## src/rtl/lcd_mode_sequencer.sv

```systemverilog
// LCD timing controller: dot/line counters, STAT render mode, LY==LYC coincidence,
// VBLANK/STAT interrupt pulses and per-line OAM/fetch start strobes. All outputs registered.
module lcd_mode_sequencer #(
    parameter int DOTS_PER_LINE = 456,
    parameter int OAM_DOTS      = 80,
    parameter int XFER_DOTS     = 172,
    parameter int VISIBLE_LINES = 144,
    parameter int TOTAL_LINES   = 154
) (
    input  logic       clk,
    input  logic       rst,
    input  logic       lcd_enable,
    input  logic [7:0] lyc,
    input  logic [3:0] stat_int_en,
    output logic [7:0] ly,
    output logic [8:0] dot,
    output logic [1:0] mode,
    output logic       coincidence,
    output logic       oam_start,
    output logic       xfer_start,
    output logic       line_done,
    output logic       vblank_irq,
    output logic       stat_irq
);

    typedef enum logic [1:0] {
        MODE_HBLANK = 2'd0,
        MODE_VBLANK = 2'd1,
        MODE_OAM    = 2'd2,
        MODE_XFER   = 2'd3
    } mode_t;

    localparam logic [8:0] DOT_LAST = 9'(DOTS_PER_LINE - 1);
    localparam logic [8:0] OAM_END  = 9'(OAM_DOTS);
    localparam logic [8:0] XFER_END = 9'(OAM_DOTS + XFER_DOTS);
    localparam logic [7:0] LY_VIS   = 8'(VISIBLE_LINES);
    localparam logic [7:0] LY_LAST  = 8'(TOTAL_LINES - 1);

    logic       running_r;
    logic [8:0] dot_r;
    logic [7:0] ly_r;
    mode_t      mode_r;
    logic       coincidence_r;
    logic       oam_start_r;
    logic       xfer_start_r;
    logic       line_done_r;
    logic       vblank_irq_r;
    logic       stat_irq_r;
    logic       stat_line_r;

    logic       start_s;
    logic [8:0] dot_next_s;
    logic [7:0] ly_next_s;
    mode_t      mode_next_s;
    logic       coincidence_next_s;
    logic       stat_line_next_s;

    // Counter next-state: restart at line 0/dot 0 on enable, hold at zero while disabled.
    always_comb begin
        start_s    = lcd_enable & ~running_r;
        dot_next_s = 9'd0;
        ly_next_s  = 8'd0;
        if (!lcd_enable || start_s) begin
            dot_next_s = 9'd0;
            ly_next_s  = 8'd0;
        end else if (dot_r == DOT_LAST) begin
            dot_next_s = 9'd0;
            ly_next_s  = (ly_r == LY_LAST) ? 8'd0 : ly_r + 8'd1;
        end else begin
            dot_next_s = dot_r + 9'd1;
            ly_next_s  = ly_r;
        end
    end

    // Mode FSM next state, decoded from the next-state position so mode and counters move together.
    always_comb begin
        mode_next_s = MODE_HBLANK;
        if (!lcd_enable) begin
            mode_next_s = MODE_HBLANK;
        end else if (ly_next_s >= LY_VIS) begin
            mode_next_s = MODE_VBLANK;
        end else if (dot_next_s < OAM_END) begin
            mode_next_s = MODE_OAM;
        end else if (dot_next_s < XFER_END) begin
            mode_next_s = MODE_XFER;
        end else begin
            mode_next_s = MODE_HBLANK;
        end
    end

    // STAT line precomputed from next-state values so stat_irq lands with the mode/coincidence it reflects.
    always_comb begin
        coincidence_next_s = lcd_enable & (ly_next_s == lyc);
        stat_line_next_s   = 1'b0;
        if (lcd_enable) begin
            stat_line_next_s = (stat_int_en[3] & coincidence_next_s)
                             | (stat_int_en[2] & (mode_next_s == MODE_OAM))
                             | (stat_int_en[1] & (mode_next_s == MODE_VBLANK))
                             | (stat_int_en[0] & (mode_next_s == MODE_HBLANK));
        end else begin
            stat_line_next_s = 1'b0;
        end
    end

    // Mode FSM state register.
    always_ff @(posedge clk) begin
        if (rst) begin
            mode_r <= MODE_HBLANK;
        end else begin
            mode_r <= mode_next_s;
        end
    end

    // Counters, strobes and interrupt registers; disable forces everything to its idle value.
    always_ff @(posedge clk) begin
        if (rst) begin
            running_r     <= 1'b0;
            dot_r         <= 9'd0;
            ly_r          <= 8'd0;
            coincidence_r <= 1'b0;
            oam_start_r   <= 1'b0;
            xfer_start_r  <= 1'b0;
            line_done_r   <= 1'b0;
            vblank_irq_r  <= 1'b0;
            stat_irq_r    <= 1'b0;
            stat_line_r   <= 1'b0;
        end else begin
            running_r     <= lcd_enable;
            dot_r         <= dot_next_s;
            ly_r          <= ly_next_s;
            coincidence_r <= coincidence_next_s;
            oam_start_r   <= lcd_enable & (mode_next_s == MODE_OAM) & (dot_next_s == 9'd0);
            xfer_start_r  <= lcd_enable & (mode_next_s == MODE_XFER) & (dot_next_s == OAM_END);
            line_done_r   <= lcd_enable & (dot_next_s == DOT_LAST);
            vblank_irq_r  <= lcd_enable & (ly_next_s == LY_VIS) & (dot_next_s == 9'd0);
            // Rising-edge detect against the previous line level blocks back-to-back sources.
            stat_irq_r    <= stat_line_next_s & ~stat_line_r;
            stat_line_r   <= stat_line_next_s;
        end
    end

    assign ly          = ly_r;
    assign dot         = dot_r;
    assign mode        = mode_r;
    assign coincidence = coincidence_r;
    assign oam_start   = oam_start_r;
    assign xfer_start  = xfer_start_r;
    assign line_done   = line_done_r;
    assign vblank_irq  = vblank_irq_r;
    assign stat_irq    = stat_irq_r;

endmodule

```

## config.mk

```make
export PLATFORM = sky130hd
export DESIGN_NAME = lcd_mode_sequencer
export DESIGN_NICKNAME = d
export VERILOG_FILES = /design/src/rtl/lcd_mode_sequencer.sv
export SDC_FILE = /design/constraint.sdc
export NUM_CORES = 1
export LEC_CHECK = 0
export CELL_PAD_IN_SITES_DETAIL_PLACEMENT = 0
export CELL_PAD_IN_SITES_GLOBAL_PLACEMENT = 1
export CORE_MARGIN = 4
export CORE_UTILIZATION = 37
export CTS_CLUSTER_SIZE = 16
export DETAILED_ROUTE_END_ITERATION = 10
export PLACE_DENSITY_LB_ADDON = 0.1
export SETUP_SLACK_MARGIN = 0.05
export SKIP_LAST_GASP = 1
export SLEW_MARGIN = 20
export SYNTH_ARGS = -nofsm -noshare
export SYNTH_HDL_FRONTEND = slang
export SYNTH_SLANG_ARGS = --single-unit
export TNS_END_PERCENT = 50
```

## constraint.sdc

```tcl
create_clock -name clk -period 2.8 [get_ports clk]
set_clock_uncertainty 0.15 [all_clocks]
set_input_delay 0.56 -clock clk [delete_from_list [all_inputs] [get_ports clk]]
set_output_delay 0.56 -clock clk [all_outputs]
set_load 0.02 [all_outputs]
```

==> flow_metrics.tcl, run 1 <==
set metrics [dict create \
    status "completed" \
    post_route_fraction_of_the_period_consumed_by_the_critical_path_pct 94.1 \
    port_buffers 39 \
    multiInputGateArea_um2 1280 \
    grt_pass1_wl_um 9560 \
    cell_internal_pwr_uw 533 \
    critical_path.slowest_cell "sky130_fd_sc_hd__or4b_4" \
    die-height_um 80.0 \
    clk_pin_slew_ns 0.10 \
    dp_hpwl_um 4550 \
    timing.setup.tns_ns 0 \
    worst-setup-path-type "register to register" \
    cap_violations 0 \
    num-nets-final 316 \
    worst-path-max-fanout 10 \
    synth_enable_flop_cells 0 \
    die-area_um2 6410 \
    drt_first_pass_iters 4 \
    final_max_slew_viol_count 0 \
    leakage_nw 0.929 \
    antenna_cells_inserted 0 \
    residual_drc_count 0 \
    worst_ir_drop_vdd_uv 162 \
    ys_types 64 \
    critical_path_required_ns 2.83 \
    rsz0062_at_grt "yes" \
    seq_power_share_pct 55.0 \
    timing_hold_violations_final 0 \
    grt_max_degree 17 \
    drt-wirelength-per-cell_um 15.9 \
    synth.net_count 258 \
    areaGrowthSynthToFinish_pct 35.4 \
    gp_congestion 0.880 \
    crit_buf_inv 0 \
    switching_share_pct 24.9 \
    global_route.overflow_total 0 \
    synthFlopType "sky130_fd_sc_hd__dfxtp_1" \
    first_global_vias 1949 \
    worst_hold_path_type "register to register" \
    worst_setup_end_kind "register" \
    finalSetupViolCount 0 \
    postRouteWirelength_um 5770 \
    slowest_delay_ns 0.64 \
    numClockSinks 27 \
    pin_count 40 \
    post_synth_most_frequent_cells "sky130_fd_sc_hd__dfxtp_1, sky130_fd_sc_hd__nor2_1, sky130_fd_sc_hd__nand2_1, sky130_fd_sc_hd__nand3_1, sky130_fd_sc_hd__nor3_1" \
    maxSlewHeadroom_pct 70.9 \
    netlist_top_cells_area "sky130_fd_sc_hd__dfxtp_1, sky130_fd_sc_hd__nor2_1, sky130_fd_sc_hd__nand3_1, sky130_fd_sc_hd__xnor2_1, sky130_fd_sc_hd__nor3_1" \
    cts_setup_buffers 0 \
    timing.fmax_mhz 380 \
    clock_latency_ns 0.28 \
    syn-instance-count 240 \
    yosys.cell_count.top_type "sky130_fd_sc_hd__dfxtp_1" \
    p_per_area_nw_per_um2 273 \
    crit_arrival_ns 2.66 \
    cp_cell_sequence "or4b_4, or3_1, o2bb2ai_1, o211ai_2, o211ai_1, o21a_1, a32o_1" \
    cts_root_buf "sky130_fd_sc_hd__clkbuf_8" \
    core-area_um2 4880 \
    num_rows 25 \
    worstMarginPinSlew_ns 0.435 \
    antenna_left 0 \
    postSynthRegisterBits 27 \
    drive_above_1_share_pct 16.2 \
    die_width_um 80.0 \
    layout_min_cycle_time_ns 2.63 \
    netlist.top_cell.by_area "sky130_fd_sc_hd__dfxtp_1" \
    synth_top_area_share_pct 28.1 \
    antenna_violations_before_repair 0 \
    cts_hold_repair.buffers 0 \
    sequential_cell_area_um2 541 \
    clock_path_buffers 2 \
    groute.usage.overall_pct 18.8 \
    power_switching_uw 177 \
    hold_slack_ns 0.420 \
    tritoncts.num_buffers 3 \
    cpLargestDelayFamily "simple AND/OR/NAND/NOR gates" \
    syn-cell-area_um2 1920 \
    tritoncts_clock_tree "yes" \
    power.clock.fraction_pct 33.3 \
    warnings_synthesis 0 \
    syn_area_per_cell_um2 8.00 \
    synthArstFlopShare_pct 0 \
    synth_seq_area_share_pct 28.1 \
    first_iter_violations 97 \
    post_drt_via_cell_ratio 5.61 \
    layout.filler_cells 508 \
    htreeDepth 1 \
    share_comb_of_total_power_pct 11.6 \
    num_vias 2043 \
    floorplan.initialDensity_pct 39.4 \
    worstSetupStartpointType "register" \
]
[metrics by stage]
step	std cells	cell area [um2]	total power, mW	util, %	worst slack, ns
6_report	364	2600	0.710	53.3	0.166
5_1_grt	364	2600	0.744	53.3	0.000300
4_1_cts	364	2590	0.722	53.2	0.171
3_5_place_dp	360	2550	0.482	52.2	0.0745
3_3_place_gp	360	2550	0.482	52.2	0.0778
2_1_floorplan	240	1920	0.435	-	0.162
[sequential cells by signal, summed over array words and instances (netlist names)]
| register | count |
|---|---|
| line_done | 1 |
| oam_start | 1 |
| xfer_start | 1 |
| vblank_irq | 1 |
| stat_irq | 1 |
| stat_line_r | 1 |
| ly | 8 |
| running_r | 1 |
| dot | 9 |
| coincidence | 1 |
| mode | 2 |
[worst reg2reg max path, stage by stage (launching register included)]
cell and delay (ns):
sky130_fd_sc_hd__dfxtp_1 0.33, sky130_fd_sc_hd__or4b_4 0.64, sky130_fd_sc_hd__or3_1 0.43, sky130_fd_sc_hd__o2bb2ai_1 0.15, sky130_fd_sc_hd__o211ai_2 0.32, sky130_fd_sc_hd__o211ai_1 0.18, sky130_fd_sc_hd__o21a_1 0.15, sky130_fd_sc_hd__a32o_1 0.20
[cells by family after synthesis]
family | count (synthesis) | share of synthesized area [%]
DFF | 27 | 28.1
and+or+nand+nor | 115 | 34.9
adders and majority gates | 3 | 1.95
AOI/OAI and AO/OA | 57 | 22.2
buffers and inverters | 24 | 5.60
xor gates and xnor gates | 12 | 6.19
muxes | 2 | 1.04
[routing by layer]
metal / share of wire, % / up-vias / GRT usage [%]
met4: 1.1 / 0 / 5.41
met1: 46 / 971 / 23.6
met2: 51 / 42 / 33.4
met3: 2.8 / 8 / 2.48
met5: 0 / - / 0
li1: - / 1022 / -
[power by group through the flow]
stage / clock [mW] / sequential, mW / combinational [mW]
2_1_floorplan: 0 / 0.401 / 0.0342
3_3_place_gp: 0 / 0.399 / 0.0830
3_5_place_dp: 0 / 0.400 / 0.0823
4_1_cts: 0.248 / 0.391 / 0.0831
5_1_grt: 0.263 / 0.391 / 0.0896
6_report: 0.237 / 0.390 / 0.0825
[layout make-up]
cell class	count	area share, %
inverters	7	1.01
multi-input cells	189	49.1
clock buffers	3	1.59
well taps	67	3.22
clock inverters	1	0.289
repair buffers	70	24.0
flip-flops and latches	27	20.8
[timing repair]
action                                  4_1_cts  5_1_grt
endpoints found under the hold margin         0        0
resized for setup                             0        1
endpoints found under the setup margin        0        4
[placed cells by master, fill, tap and decap left out, types with 3 or more instances in the layout]
master and n:
sky130_fd_sc_hd__nor3b_1 3, sky130_fd_sc_hd__dfxtp_1 27, sky130_fd_sc_hd__or3_1 6, sky130_fd_sc_hd__nand3_1 14, sky130_fd_sc_hd__nor3_1 12, sky130_fd_sc_hd__clkbuf_8 3
sky130_fd_sc_hd__and4_1 4, sky130_fd_sc_hd__o21ai_0 6, sky130_fd_sc_hd__nor2b_1 3, sky130_fd_sc_hd__xor2_1 3, sky130_fd_sc_hd__nand2b_1 3, sky130_fd_sc_hd__inv_1 7
sky130_fd_sc_hd__clkdlybuf4s50_1 39, sky130_fd_sc_hd__nand4_1 6, sky130_fd_sc_hd__a31oi_1 3, sky130_fd_sc_hd__a21o_1 4, sky130_fd_sc_hd__nand2_1 17, sky130_fd_sc_hd__buf_4 31
sky130_fd_sc_hd__xnor2_1 8, sky130_fd_sc_hd__nor2_1 20, sky130_fd_sc_hd__nor4_1 6, sky130_fd_sc_hd__a21oi_1 9, sky130_fd_sc_hd__a31o_2 3, sky130_fd_sc_hd__ha_1 3
sky130_fd_sc_hd__o211ai_1 4
[path summary, 6_finish.rpt]
kind                               start                  end  slack, ns  cells past startpoint
setup / recovery       dot[3]$_SDFF_PP0_  stat_irq$_SDFF_PP0_       0.17                      7
hold / removal    stat_line_r$_SDFF_PP0_  stat_irq$_SDFF_PP0_       0.42                      2
setup reg to reg       dot[3]$_SDFF_PP0_  stat_irq$_SDFF_PP0_       0.17                      7
hold reg to reg   stat_line_r$_SDFF_PP0_  stat_irq$_SDFF_PP0_       0.42                      2
Power figures use the tool's default switching activity.
==> run 2, diff against run 1 <==
--- a/config.mk
+++ b/config.mk
@@ -5,6 +5,7 @@
 export SDC_FILE = /design/constraint.sdc
 export NUM_CORES = 1
 export LEC_CHECK = 0
+export ABC_CLOCK_PERIOD_IN_PS = 2800
 export CELL_PAD_IN_SITES_DETAIL_PLACEMENT = 0
 export CELL_PAD_IN_SITES_GLOBAL_PLACEMENT = 1
 export CORE_MARGIN = 4
==> results of run 2 <==
The final DEF is identical to that of run 1; final timing and power are the same.
==> run 3, diff against run 2 <==
--- a/config.mk
+++ b/config.mk
@@ -13,6 +13,7 @@
 export CTS_CLUSTER_SIZE = 16
 export DETAILED_ROUTE_END_ITERATION = 10
 export PLACE_DENSITY_LB_ADDON = 0.1
+export REMOVE_ABC_BUFFERS = 1
 export SETUP_SLACK_MARGIN = 0.05
 export SKIP_LAST_GASP = 1
 export SLEW_MARGIN = 20
==> run 3 against run 2 <==
  * Flip-flop and latch count unchanged
  * Clock-buffer cell count is the same
  * Die area unchanged
  * Sequential share of layout area is 0.10 points higher
  * Largest cell class unchanged
  * Register-to-register slack about the same
  * Critical path depth unchanged
  * Combinational power about the same
  * Via count is essentially flat
  * Cell count decreased by 0.27%
  * Clock power barely moved
  * Power rose by 0.48%
  * Critical path type unchanged
  * Setup slack lost 0.0018 ns
==> flow_metrics.tcl, run 3 (synthesis gave the netlist of run 1 again) <==
set metrics [dict create \
    tritoncts_clock_tree "yes" \
    port_buffers 39 \
    finalWorstSetupSlack_ns 0.164 \
    num_rows 25 \
    die_width_um 80.0 \
    htreeDepth 1 \
    cp_cell_sequence "or4b_4, or3_1, o2bb2ai_1, o211ai_2, o211ai_1, o211a_1, a41o_1" \
    global_route.overflow_total 0 \
    num_vias 2042 \
    leakage_nw 0.926 \
    gp_congestion 0.836 \
    rsz0062_at_grt "yes" \
    first_global_vias 1956 \
    numClockSinks 27 \
    antenna_left 0 \
    final_cell_mix "sky130_fd_sc_hd__clkdlybuf4s50_1, sky130_fd_sc_hd__buf_4, sky130_fd_sc_hd__dfxtp_1" \
    status "completed" \
    postCtsResizedCells 0 \
    layout_min_cycle_time_ns 2.64 \
    tritoncts.num_buffers 3 \
    first_iter_violations 118 \
    cts_hold_repair.buffers 0 \
    residual_drc_count 0 \
    core-area_um2 4880 \
    layout.filler_cells 508 \
    floorplan.initialDensity_pct 39.4 \
    post_route_fraction_of_the_period_consumed_by_the_critical_path_pct 94.1 \
    grt_pass1_wl_um 9640 \
    die-height_um 80.0 \
    cts_setup_buffers 0 \
    cts_root_buf "sky130_fd_sc_hd__clkbuf_8" \
    clock_latency_ns 0.28 \
    worst_setup_end_kind "register" \
    crit_arrival_ns 2.67 \
    die-area_um2 6410 \
    report.power.total_uw 713 \
    instances_no_fill 363 \
    final_max_slew_viol_count 0 \
    p_per_area_nw_per_um2 276 \
    grt_max_degree 17 \
    clock_path_buffers 2 \
    layout.cells.most_common "sky130_fd_sc_hd__clkdlybuf4s50_1" \
    groute.usage.overall_pct 18.9 \
    antenna_violations_before_repair 0 \
    critical_path_required_ns 2.83 \
    dp_hpwl_um 4540 \
    timing.fmax_mhz 379 \
    areaGrowthSynthToFinish_pct 34.7 \
    critical_path.slowest_cell "sky130_fd_sc_hd__or4b_4" \
    antenna_cells_inserted 0 \
    timing_hold_violations_final 0 \
    postRouteWirelength_um 5880 \
    drt-wirelength-per-cell_um 16.2 \
    worst_hold_path_type "register to register" \
    worst-path-max-fanout 10 \
    num-nets-final 315 \
    maxSlewHeadroom_pct 72.1 \
    preCtsSetupSlack_ns 0.0825 \
    worstMarginPinSlew_ns 0.417 \
    pin_count 40 \
    worst_ir_drop_vdd_uv 171 \
    slowest_delay_ns 0.64 \
    crit_buf_inv 0 \
    finalSetupViolCount 0 \
    drt_first_pass_iters 4 \
    cpLargestDelayFamily "simple AND/OR/NAND/NOR gates" \
    post_drt_via_cell_ratio 5.63 \
    largest_register_ffs 9 \
    worst-setup-path-type "register to register" \
    clk_pin_slew_ns 0.11 \
    worstSetupStartpointType "register" \
    drive_above_1_share_pct 15.5 \
    cap_violations 0 \
    count_of_placed_standard_cells_including_taps 358 \
]
## run 3: cell types whose count changed in the layout (fill, tap and decap cells not counted)
cell,change
sky130_fd_sc_hd__nor3_2,-1
sky130_fd_sc_hd__buf_4,-1
sky130_fd_sc_hd__nor3_1,+1
## run 3: cell type report
| class | count | area [um2] | area share (%) |
|---|---|---|---|
| clock buffers | 3 | 41.3 | 1.60 |
| clock inverters | 1 | 7.51 | 0.290 |
| inverters | 7 | 26.3 | 1.02 |
| multi-input cells | 189 | 1270 | 49.2 |
| flip-flops and latches | 27 | 541 | 20.9 |
| well taps | 67 | 83.8 | 3.24 |
| repair buffers | 69 | 616 | 23.8 |
## run 3: per-layer routing
metal  wire, um  global-route usage [%]  share of wire [%]  vias up
li1           -                       -                  -     1018
met1       2750                    24.5                 47      988
met2       2890                    32.9                 49       32
met3        195                    2.48                3.3        4
met4         52                    4.56               0.88        0
met5          0                       0                  0        -
## run 3: worst reg2reg max path: stages, from the launching register on
cell                        delay, ns
sky130_fd_sc_hd__dfxtp_1         0.33
sky130_fd_sc_hd__or4b_4          0.64
sky130_fd_sc_hd__or3_1           0.44
sky130_fd_sc_hd__o2bb2ai_1       0.15
sky130_fd_sc_hd__o211ai_2        0.30
sky130_fd_sc_hd__o211ai_1        0.18
sky130_fd_sc_hd__o211a_1         0.15
sky130_fd_sc_hd__a41o_1          0.20
## run 3: where the power goes
part | internal (mW) | switching (mW)
Combinational | 0.0437 | 0.0390
Sequential | 0.388 | 0.00272
Clock | 0.101 | 0.138
Total | 0.533 | 0.180
## run 3: through the flow
step / hold slack (ns) / util [%] / cell area (um2) / setup TNS, ns
after floorplan: 0.371 / - / 1840 / -0.197
after global placement: 0.389 / 51.9 / 2530 / 0
after detailed placement: 0.406 / 51.9 / 2530 / 0
after CTS: 0.429 / 52.9 / 2580 / 0
after global routing: 0.475 / 53.0 / 2590 / 0
final: 0.424 / 53.0 / 2590 / 0
## run 3: path summary, 6_finish.rpt
| path | depth (start not counted) | slack (ns) | from | to |
|---|---|---|---|---|
| hold reg to reg | 2 | 0.42 | stat_line_r$_SDFF_PP0_ | stat_irq$_SDFF_PP0_ |
| setup reg to reg | 7 | 0.16 | dot[3]$_SDFF_PP0_ | stat_line_r$_SDFF_PP0_ |
| setup / recovery | 7 | 0.16 | dot[3]$_SDFF_PP0_ | stat_line_r$_SDFF_PP0_ |
| hold / removal | 2 | 0.42 | stat_line_r$_SDFF_PP0_ | stat_irq$_SDFF_PP0_ |
